`config.mk`:
```
export PLATFORM = sky130hd
export DESIGN_NAME = sequence_playback
export DESIGN_NICKNAME = d
export VERILOG_FILES = /design/src/rtl/sequence_playback.sv
export SDC_FILE = /design/constraint.sdc
export NUM_CORES = 1
export LEC_CHECK = 0
export CAP_MARGIN = 0
export CORE_MARGIN = 5
export CORE_UTILIZATION = 42
export CTS_CLUSTER_DIAMETER = 150
export DETAILED_ROUTE_END_ITERATION = 12
export PLACE_DENSITY = 0.74
export SYNTH_ARGS = -nofsm -noshare
export SYNTH_HDL_FRONTEND = slang
export SYNTH_SLANG_ARGS = --single-unit
```
`constraint.sdc`:
```
create_clock -name clk -period 4.17 [get_ports clk]
set_input_delay 0.834 -clock clk [delete_from_list [all_inputs] [get_ports clk]]
set_output_delay 0.834 -clock clk [all_outputs]
set_load 0.05 [all_outputs]
```
`src/rtl/sequence_playback.sv`:
```
// -----------------------------------------------------------------------------
// sequence_playback
//   Plays the stored Simon sequence back to the player. Entries are shown from
//   segment[0] up to and including segment[last_round]. Each 3-bit entry is
//   decoded to a one-hot LED pattern, lit for ON_CYCLES clocks and followed by
//   GAP_CYCLES dark clocks. Playback stops early at the first empty entry
//   (bit2 = 1) and never advances past index 31.
//
// Ports
//   clk         in   1            system clock, rising edge
//   reset       in   1            asynchronous, active-high reset
//   segment     in   [31:0][2:0]  sequence store; bit2 = empty, [1:0] = colour
//   start       in   1            one-cycle start request, accepted only in IDLE
//   last_round  in   5            index of final entry, sampled on accepted start
//   leds        out  4            one-hot LED drive (code n -> bit n), or zero
//   busy        out  1            high while showing or gapping
//   done        out  1            one-cycle pulse when playback ends
//   step        out  5            index of the entry shown or last shown
// -----------------------------------------------------------------------------
module sequence_playback #(
  parameter int ON_CYCLES  = 25_000_000,
  parameter int GAP_CYCLES = 12_500_000
) (
  input  logic             clk,
  input  logic             reset,
  input  logic [31:0][2:0] segment,
  input  logic             start,
  input  logic [4:0]       last_round,
  output logic [3:0]       leds,
  output logic             busy,
  output logic             done,
  output logic [4:0]       step
);

  localparam int MAX_CYCLES = (ON_CYCLES > GAP_CYCLES) ? ON_CYCLES : GAP_CYCLES;
  localparam int TW         = (MAX_CYCLES > 1) ? $clog2(MAX_CYCLES) : 1;

  // The timer counts down to zero, so a phase of N cycles loads N-1.
  localparam logic [TW-1:0] ON_LOAD  = TW'(ON_CYCLES - 1);
  localparam logic [TW-1:0] GAP_LOAD = TW'(GAP_CYCLES - 1);

  typedef enum logic [1:0] {
    IDLE,
    SHOW,
    GAP,
    FINISH
  } state_t;

  state_t        r_state,  w_state_next;
  logic [TW-1:0] r_timer,  w_timer_next;
  logic [4:0]    r_lr,     w_lr_next;
  logic [1:0]    r_entry,  w_entry_next;
  logic [4:0]    r_step,   w_step_next;
  logic [3:0]    r_leds,   w_leds_next;
  logic          r_busy,   w_busy_next;
  logic          r_done,   w_done_next;
  logic [4:0]    w_next_idx;
  logic          w_last_step;

  function automatic logic [3:0] decode(input logic [1:0] code);
    return 4'b0001 << code;
  endfunction

  // At step 31 the incremented index wraps, but w_last_step is already true
  // through the step==31 term, so the wrapped lookup is never acted on.
  assign w_next_idx  = r_step + 5'd1;
  assign w_last_step = (r_step == r_lr) || (r_step == 5'd31) ||
                       segment[w_next_idx][2];

  // NOTE: every signal assigned here gets a default first, so no path leaves
  // a value unassigned and no latch is inferred.
  always_comb begin
    w_state_next = r_state;
    w_timer_next = r_timer;
    w_lr_next    = r_lr;
    w_entry_next = r_entry;
    w_step_next  = r_step;

    unique case (r_state)
      IDLE: begin
        if (start) begin
          w_lr_next   = last_round;
          w_step_next = 5'd0;
          if (segment[0][2]) begin
            w_state_next = FINISH;
          end else begin
            w_entry_next = segment[0][1:0];
            w_timer_next = ON_LOAD;
            w_state_next = SHOW;
          end
        end
      end
      SHOW: begin
        if (r_timer == '0) begin
          w_timer_next = GAP_LOAD;
          w_state_next = GAP;
        end else begin
          w_timer_next = r_timer - TW'(1);
        end
      end
      GAP: begin
        if (r_timer == '0) begin
          if (w_last_step) begin
            w_state_next = FINISH;
          end else begin
            w_step_next  = w_next_idx;
            w_entry_next = segment[w_next_idx][1:0];
            w_timer_next = ON_LOAD;
            w_state_next = SHOW;
          end
        end else begin
          w_timer_next = r_timer - TW'(1);
        end
      end
      FINISH: begin
        w_timer_next = '0;
        w_state_next = IDLE;
      end
      default: w_state_next = IDLE;
    endcase

    // Outputs are derived from the state being entered so they can be
    // registered alongside it and appear with one cycle of latency.
    w_leds_next = (w_state_next == SHOW) ? decode(w_entry_next) : 4'b0000;
    w_busy_next = (w_state_next == SHOW) || (w_state_next == GAP);
    w_done_next = (w_state_next == FINISH);
  end

  // NOTE: sequential state uses non-blocking assignments so every register
  // samples values from before the edge, independent of statement order.
  always_ff @(posedge clk or posedge reset) begin
    if (reset) begin
      r_state <= IDLE;
      r_timer <= '0;
      r_lr    <= 5'd0;
      r_entry <= 2'd0;
      r_step  <= 5'd0;
      r_leds  <= 4'b0000;
      r_busy  <= 1'b0;
      r_done  <= 1'b0;
    end else begin
      r_state <= w_state_next;
      r_timer <= w_timer_next;
      r_lr    <= w_lr_next;
      r_entry <= w_entry_next;
      r_step  <= w_step_next;
      r_leds  <= w_leds_next;
      r_busy  <= w_busy_next;
      r_done  <= w_done_next;
    end
  end

  assign leds = r_leds;
  assign busy = r_busy;
  assign done = r_done;
  assign step = r_step;

endmodule

```
Yosys cells after proc, flatten, opt, wreduce, memory -nomap -nowiden
Index checks and enable logic that the tools add are counted.
{"block": "totals", "reg_bits": 45, "in_bits": 104, "output_inout_bits": 11, "elab_cells": 58}
{"block": "op_classes", "add_sub_neg": 2, "n_lt_le_gt_ge": 1, "eq_ne": 13, "shift": 1, "n_mux": 24, "reduce_logical": 9}
{"op": "25-bit two-way mux", "n": 5}
{"op": "25-bit case mux with 4 select lines", "n": 1}
{"op": "25-bit logical NOT", "n": 1}
{"op": "25-bit by 1-bit subtractor with 25-bit output (second input constant)", "n": 1}
{"op": "2-bit two-way mux", "n": 9}
{"op": "3-bit binary-select mux with 5-bit select", "n": 1}
{"op": "5-bit two-way mux", "n": 3}
{"op": "5-bit case mux with 2 select lines", "n": 1}
{"op": "2-bit equality test (second input constant)", "n": 4}
{"op": "2-bit inequality test (second input constant)", "n": 4}
{"op": "2-bit case mux with 4 select lines", "n": 1}
{"op": "5-bit by 6-bit < comparator with 1-bit output (second input constant)", "n": 1}
{"op": "5-bit by 1-bit adder with 5-bit output (second input constant)", "n": 1}
{"op": "5-bit equality test", "n": 1}
{"op": "5-bit equality test (second input constant)", "n": 1}
{"op": "2-bit by 1-bit equality test with 1-bit output (second input constant)", "n": 2}
{"op": "4-bit two-way mux", "n": 1}
{"op": "2-bit case mux with 2 select lines", "n": 1}
{"op": "4-bit AND reduction", "n": 1}
{"op": "1-bit by 2-bit left shift with 4-bit output (first input constant)", "n": 1}
{"op": "1-bit logical OR", "n": 3}
{"op": "3-bit two-way mux", "n": 1}
{"op": "3-bit inequality test (second input constant)", "n": 1}
{"op": "3-bit AND reduction", "n": 1}
{"op": "3 further kinds", "n": 3}

Longest topological paths before layout
{"block": "depth", "depth_word": 9, "depth_mapped": 13, "ltp_nobuf": 12}

Least setup slack after synthesis
OpenSTA, ideal clock, no wires.
{"block": "synth_path", "kind": "register to register", "startpoint": "register r_step[1] (netlist: step[1])", "endpoint": "register r_leds[1] (netlist: leds[1])", "setup_time_ps": 120, "arrival_ps": 3252, "t_required_ps": 4050, "setup_slack_ps": 799, "stages_incl_launch_ff": 10, "path_buffers": 1, "synth_period_minus_slack_ps": 3371, "path_cell_list": "dfrtp_1 -> ha_1 -> xor2_2 -> mux4_2 -> o22a_1 -> a32o_1 -> or4_4 -> buf_6 -> o221a_4 -> and3_1"}
{"block": "synth_between", "elab_chain_len": 9, "elab_cells_between_ends": 16, "classes_between": "1 x add/sub; 3 x eq/ne; 1 x shift; 9 x mux; 2 x reduce/logical"}
{"item": "start, declared", "line": "53", "rtl": "logic [4:0] r_step, w_step_next;"}
{"item": "start signal, assigned", "line": "146", "rtl": "r_step <= w_step_next;"}
{"item": "5-bit by 1-bit adder with 5-bit output", "line": "66", "rtl": "assign w_next_idx = r_step + 5'd1;"}
{"item": "3-bit binary-select mux with 5-bit select", "line": "68, 107"}
{"item": "3-bit two-way mux (implied by the code)", "line": "107", "rtl": "w_entry_next = segment[w_next_idx][1:0];"}
{"item": "1-bit logical OR", "line": "67", "rtl": "assign w_last_step = (r_step == r_lr) || (r_step == 5'd31) ||"}
{"item": "2-bit two-way mux", "line": "103", "rtl": "if (w_last_step) begin"}
{"item": "2-bit two-way mux", "line": "102", "rtl": "if (r_timer == '0) begin"}
{"item": "2-bit case mux with 4 select lines or 2-bit case mux with 2 select lines (tied branches)", "line": "79", "rtl": "unique case (r_state)"}
{"item": "2-bit by 1-bit equality test with 1-bit output or 1-bit by 2-bit left shift with 4-bit output (tied branches)", "line": "124, 61"}
{"item": "4-bit two-way mux *", "line": "124", "rtl": "w_leds_next = (w_state_next == SHOW) ? decode(w_entry_next) : 4'b0000;"}
{"item": "via w_leds_next[1]", "line": "54", "rtl": "logic [3:0] r_leds, w_leds_next;"}
{"item": "end signal, assigned", "line": "147", "rtl": "r_leds <= w_leds_next;"}
{"item": "end, declared", "line": "54"}
Mark *: on every way through the listed nets, which the timed path passes. The rest lies on a longest branch. The select of a mux whose other input is x is not followed.
A chain may end at the register's enable or synchronous reset.

Final worst setup path
{"block": "layout_path", "startpoint": "register r_step[1] (netlist: step[1])", "endpoint": "register r_timer[21]"}
{"block": "layout_between", "elab_chain_len": 6, "elab_cells_between_ends": 9, "classes_between": "1 x add/sub; 3 x eq/ne; 2 x mux; 3 x reduce/logical"}
{"item": "5-bit by 1-bit adder with 5-bit output", "line": "66"}
{"item": "3-bit binary-select mux with 5-bit select", "line": "68", "rtl": "segment[w_next_idx][2];"}
{"item": "3-bit two-way mux"}
{"item": "1-bit logical OR *", "line": "67"}
{"item": "3-bit inequality test (no line) *"}
{"item": "3-bit AND reduction (no line) *"}
{"item": "end signal, assigned", "line": "143", "rtl": "r_timer <= w_timer_next;"}
{"item": "end, declared", "line": "50", "rtl": "logic [TW-1:0] r_timer, w_timer_next;"}
Every way passes the cells marked *; elsewhere a longest branch is shown, timed or not. The select of a mux whose other input is x is not followed.

==> impl_summary.txt <==
----------------------------------------------------
[Cells and area]
  Number of nets in the layout ... around 600
  Fraction of final layout cells sized beyond drive strength 1 ... between 10 and 15%
  Growth of design area from synthesis to finish ... 37.45%
  Post-layout instance area ... about 5000 um^2
  Antenna diode count ... 0

[Die]
  Chip Height ... between 100 and 150 um
  Area enclosed by the die boundary ... between 10000 and 15000 um^2
  I/O pin count ... 115
  Die X ... just over 100 um
  Initial core utilization ... roughly 43%
  Core footprint ... 8217 um^2
  FP Rows ... 33

[Timing]
  Maximum frequency from static timing analysis ... 0.2747 GHz
  Setup violators final ... 0
  Max Transition Viols Final ... 0
  Clock skew ... a little under 0.008 ns
  Normalized max-slew margin ... between 30% and 40%
  Post-Route Setup TNS ... 0 ns
  Unrepaired setup endpoints after global routing ... false
  Fin. Hold Viols ... 0
  Tmin final ... between 3 and 4 ns
  Final Cycle Share ... 87.31%
  Worst Max-Slew Pin Slew ... ~1.0 ns

[Setup path]
  Largest fanout of any net on the critical path ... 15
  Data arrival time of the critical path ... 3.89 ns
  Critical path endpoint category ... flop
  Kind of start point of the critical path ... flop
  Depth of the worst register-to-register path ... 7
  Worst Path Class, Setup ... reg2reg
  Endpoint of the worst-slack reg-to-reg timing path ... r_timer[21]
  Required time of the worst setup path ... about 4.4 ns
  R2r setup slk ... 0.53 ns
  Startpoint of the worst-slack reg-to-reg timing path ... step[1]

[GRT]
  Maximum number of pins on one net before global-route repair ... 27
  Tot GR Track Use ... a little over a fifth
  Global-route wire length before repair ... 17.51 mm
  Global route total overflow ... 0
  Via count of the first global-routing pass ... approximately 3.7k
  Number of antenna violations at the first check in global routing ... 0

[Clock network]
  Worst-skew pair later-pin latency ... 0.31 ns
  Number of buffers inserted to repair setup after CTS ... 0
  Deepest clock path buffer count ... 2
  TritonCTS clock tree ... yes
  CTS sink cnt ... 45
  Post-CTS Hold Fix Bufs ... 0
  H-tree levels ... 2
  Post-CTS sizing ... 0
  Clock input transition at the sequential cells of the worst setup and hold paths ... 0.10 ns
  Clock buffer count from CTS ... 5
  CTS Root Buffer Type ... clkbuf_8

[Detailed routing]
  Detailed-routing wirelength on met1 ... between 4 and 5 mm
  Topmost layer with routed signal wires ... met4
  DRC violation count after routing ... 0
  WL per Instance ... 18.32 um
  Met3 WL post-DR ... between 700 and 800 um
  Routed wl met2 ... between 5 and 6 mm
  Routed Wire Length ... between 10 and 15 mm
  Routed via count ... 3486
  Antenna-violating nets left ... 0
  Iteration-0 DRC Markers ... 130
  Per-cell via count in the routed design ... around 5.9
  Router iterations before antenna repair ... 4

[Job]
  Reported max-cap violation count ... 0

[Logic synthesis]
  Number of enable flip-flop cells after synthesis ... 0
  Mean Syn Cell Area ... approximately 9.4 um^2
  Yosys cell types ... 62
  Synthesized netlist cell count ... 378
  Post-synth ARST share ... between 90% and 100%
  Most common flop cell mapped by yosys ... dfrtp_1
  Total of flip-flops plus latches after synthesis ... between 40 and 50
  Share of the yosys chip area belonging to registers ... a little under a third
  Synth Warn # ... 0
  Post-synthesis instance area ... roughly 3500 um^2
  Total nets after synthesis ... ~490

[Min path]
  WHS Endpoint ... r_lr[0]
  Cell count of the worst hold path ... 1
  Hold Crit Start ... r_lr[0]
  Class of the worst hold path ... reg2reg

[Power and ir drop]
  Static Leakage ... 1.926 nW
  Pwr dens ... between 150 and 200 nW/um^2
  Maximum vdd drop ... between 0.1 and 0.15 mV

[Placed design]
  Gpl congestion ... approximately 0.89
  Half-perimeter wire length after placement ... ~8.6 mm
  Number of buffers added on ports ... around 110
  Cell area reported after detailed placement ... ~4800 um^2

[Run status]
  Status ... finished, final reports clean

----------------------------------------------------
power by group:
| part | total [mW] | leakage (nW) | internal [mW] | switching, mW |
|---|---|---|---|---|
| sequential | 0.437 | 0.550 | 0.437 | 0.000955 |
| clock | 0.302 | 0.0511 | 0.127 | 0.175 |
| combinational | 0.137 | 1.33 | 0.102 | 0.0349 |
| total | 0.876 | 1.93 | 0.665 | 0.211 |
critical path: stages, from the launching register on:
cell and delay, ns:
dfrtp_1 0.44, ha_1 0.75, mux4_2 0.59, o22a_1 0.23
a32oi_1 0.30, a21boi_1 0.14, nor2_1 0.78, o221a_2 0.35
registers in the layout, indices dropped and copies added, names as in the netlist:
signal and cells:
busy 1, r_timer 25, r_state 2, r_lr 5
step 5, r_entry 2, done 1, leds 4
cell usage after synthesis, drive strengths merged (3+ instances only):
master,number,share of area [%]
and3,6,1.1
buf,11,1.9
a31oi,9,1.6
nor3,19,2.7
xnor2,9,2.4
mux2,11,3.5
nor4,7,1.8
or3,3,0.53
ha,5,1.8
nor2,27,2.9
o211a,3,0.85
mux4,16,10
dfrtp,45,32
a21oi,15,2.1
or2,5,0.88
o31ai,4,0.85
mux2i,11,3.1
clkbuf,11,1.3
xor2,6,1.7
o221a,10,3.4
nand3,10,1.4
or4,12,2.9
inv,13,1.4
o21ai,19,2.7
a211oi,4,0.99
o211ai,6,1.3
nand2,45,4.8
nand2b,3,0.53
nor2b,3,0.53
how the worst max path moves through the flow:
stage / from / end / slack (ns) / cells after the start
2_1_floorplan: step[1] / leds[1] / 0.80 / 9
3_3_place_gp: segment[2] / leds[1] / 0.68 / 10
3_5_place_dp: step[1] / r_timer[21] / 0.61 / 7
4_1_cts: step[1] / r_timer[21] / 0.57 / 7
5_1_grt: step[1] / r_timer[21] / 0.28 / 7
6_report: step[1] / r_timer[21] / 0.53 / 7
cells in the final DEF (no fill, tap or decap), drive strengths merged, types with 7 or more instances in the layout:
cell	Yosys	routed
clkdlybuf4s50	0	114
nand2	45	45
dfrtp	45	45
nor2	27	27
nor3	19	19
o21ai	19	19
mux4	16	16
a21oi	15	15
inv	13	15
or4	12	12
mux2i	11	11
mux2	11	11
nand3	10	10
o221a	10	10
a31oi	9	9
buf	11	9
xnor2	9	9
nor4	7	7
routing by layer:
layer  vias to the layer above  track usage (%)
li1                       1655                -
met1                      1686            24.27
met2                       133            38.93
met3                        12            5.647
met4                         0            6.646
met5                         -                0
cells by family (layout without fill, tap and decap cells):
kind of cell               Yosys count  in the layout  synth area share (%)
AOI/OAI and AO/OA                   88             88                 18.23
adders and majority gates            6              6                 2.053
and+or+nand+nor                    150            150                 22.16
DFF                                 45             45                 31.86
buffers and inverters               36            145                 4.743
muxes                               38             38                 16.81
xor gates and xnor gates            15             15                 4.142
through the flow:
stage,power [mW],hold slack [ns],utilization [%],instances,setup slack (ns)
finish,0.8764,0.5357,59.13,592,0.5291
global route,0.9105,0.5586,59.13,592,0.2782
CTS,0.8863,0.5388,59.13,592,0.5669
detailed placement,0.5840,0.5156,57.94,584,0.6144
global placement,0.5816,0.5140,57.94,584,0.6807
floorplan,0.4770,0.4964,-,378,0.7988
cell type report:
type,instances,area [um^2]
fill,694,3358
clock inverter,3,28.78
clock buffer,5,68.82
multi-input combinational,297,2241
sequential,45,1126
timing repair buffer,123,1209
tap,105,131.4
inverter,14,53.80
(Power assumes the default switching activity.)
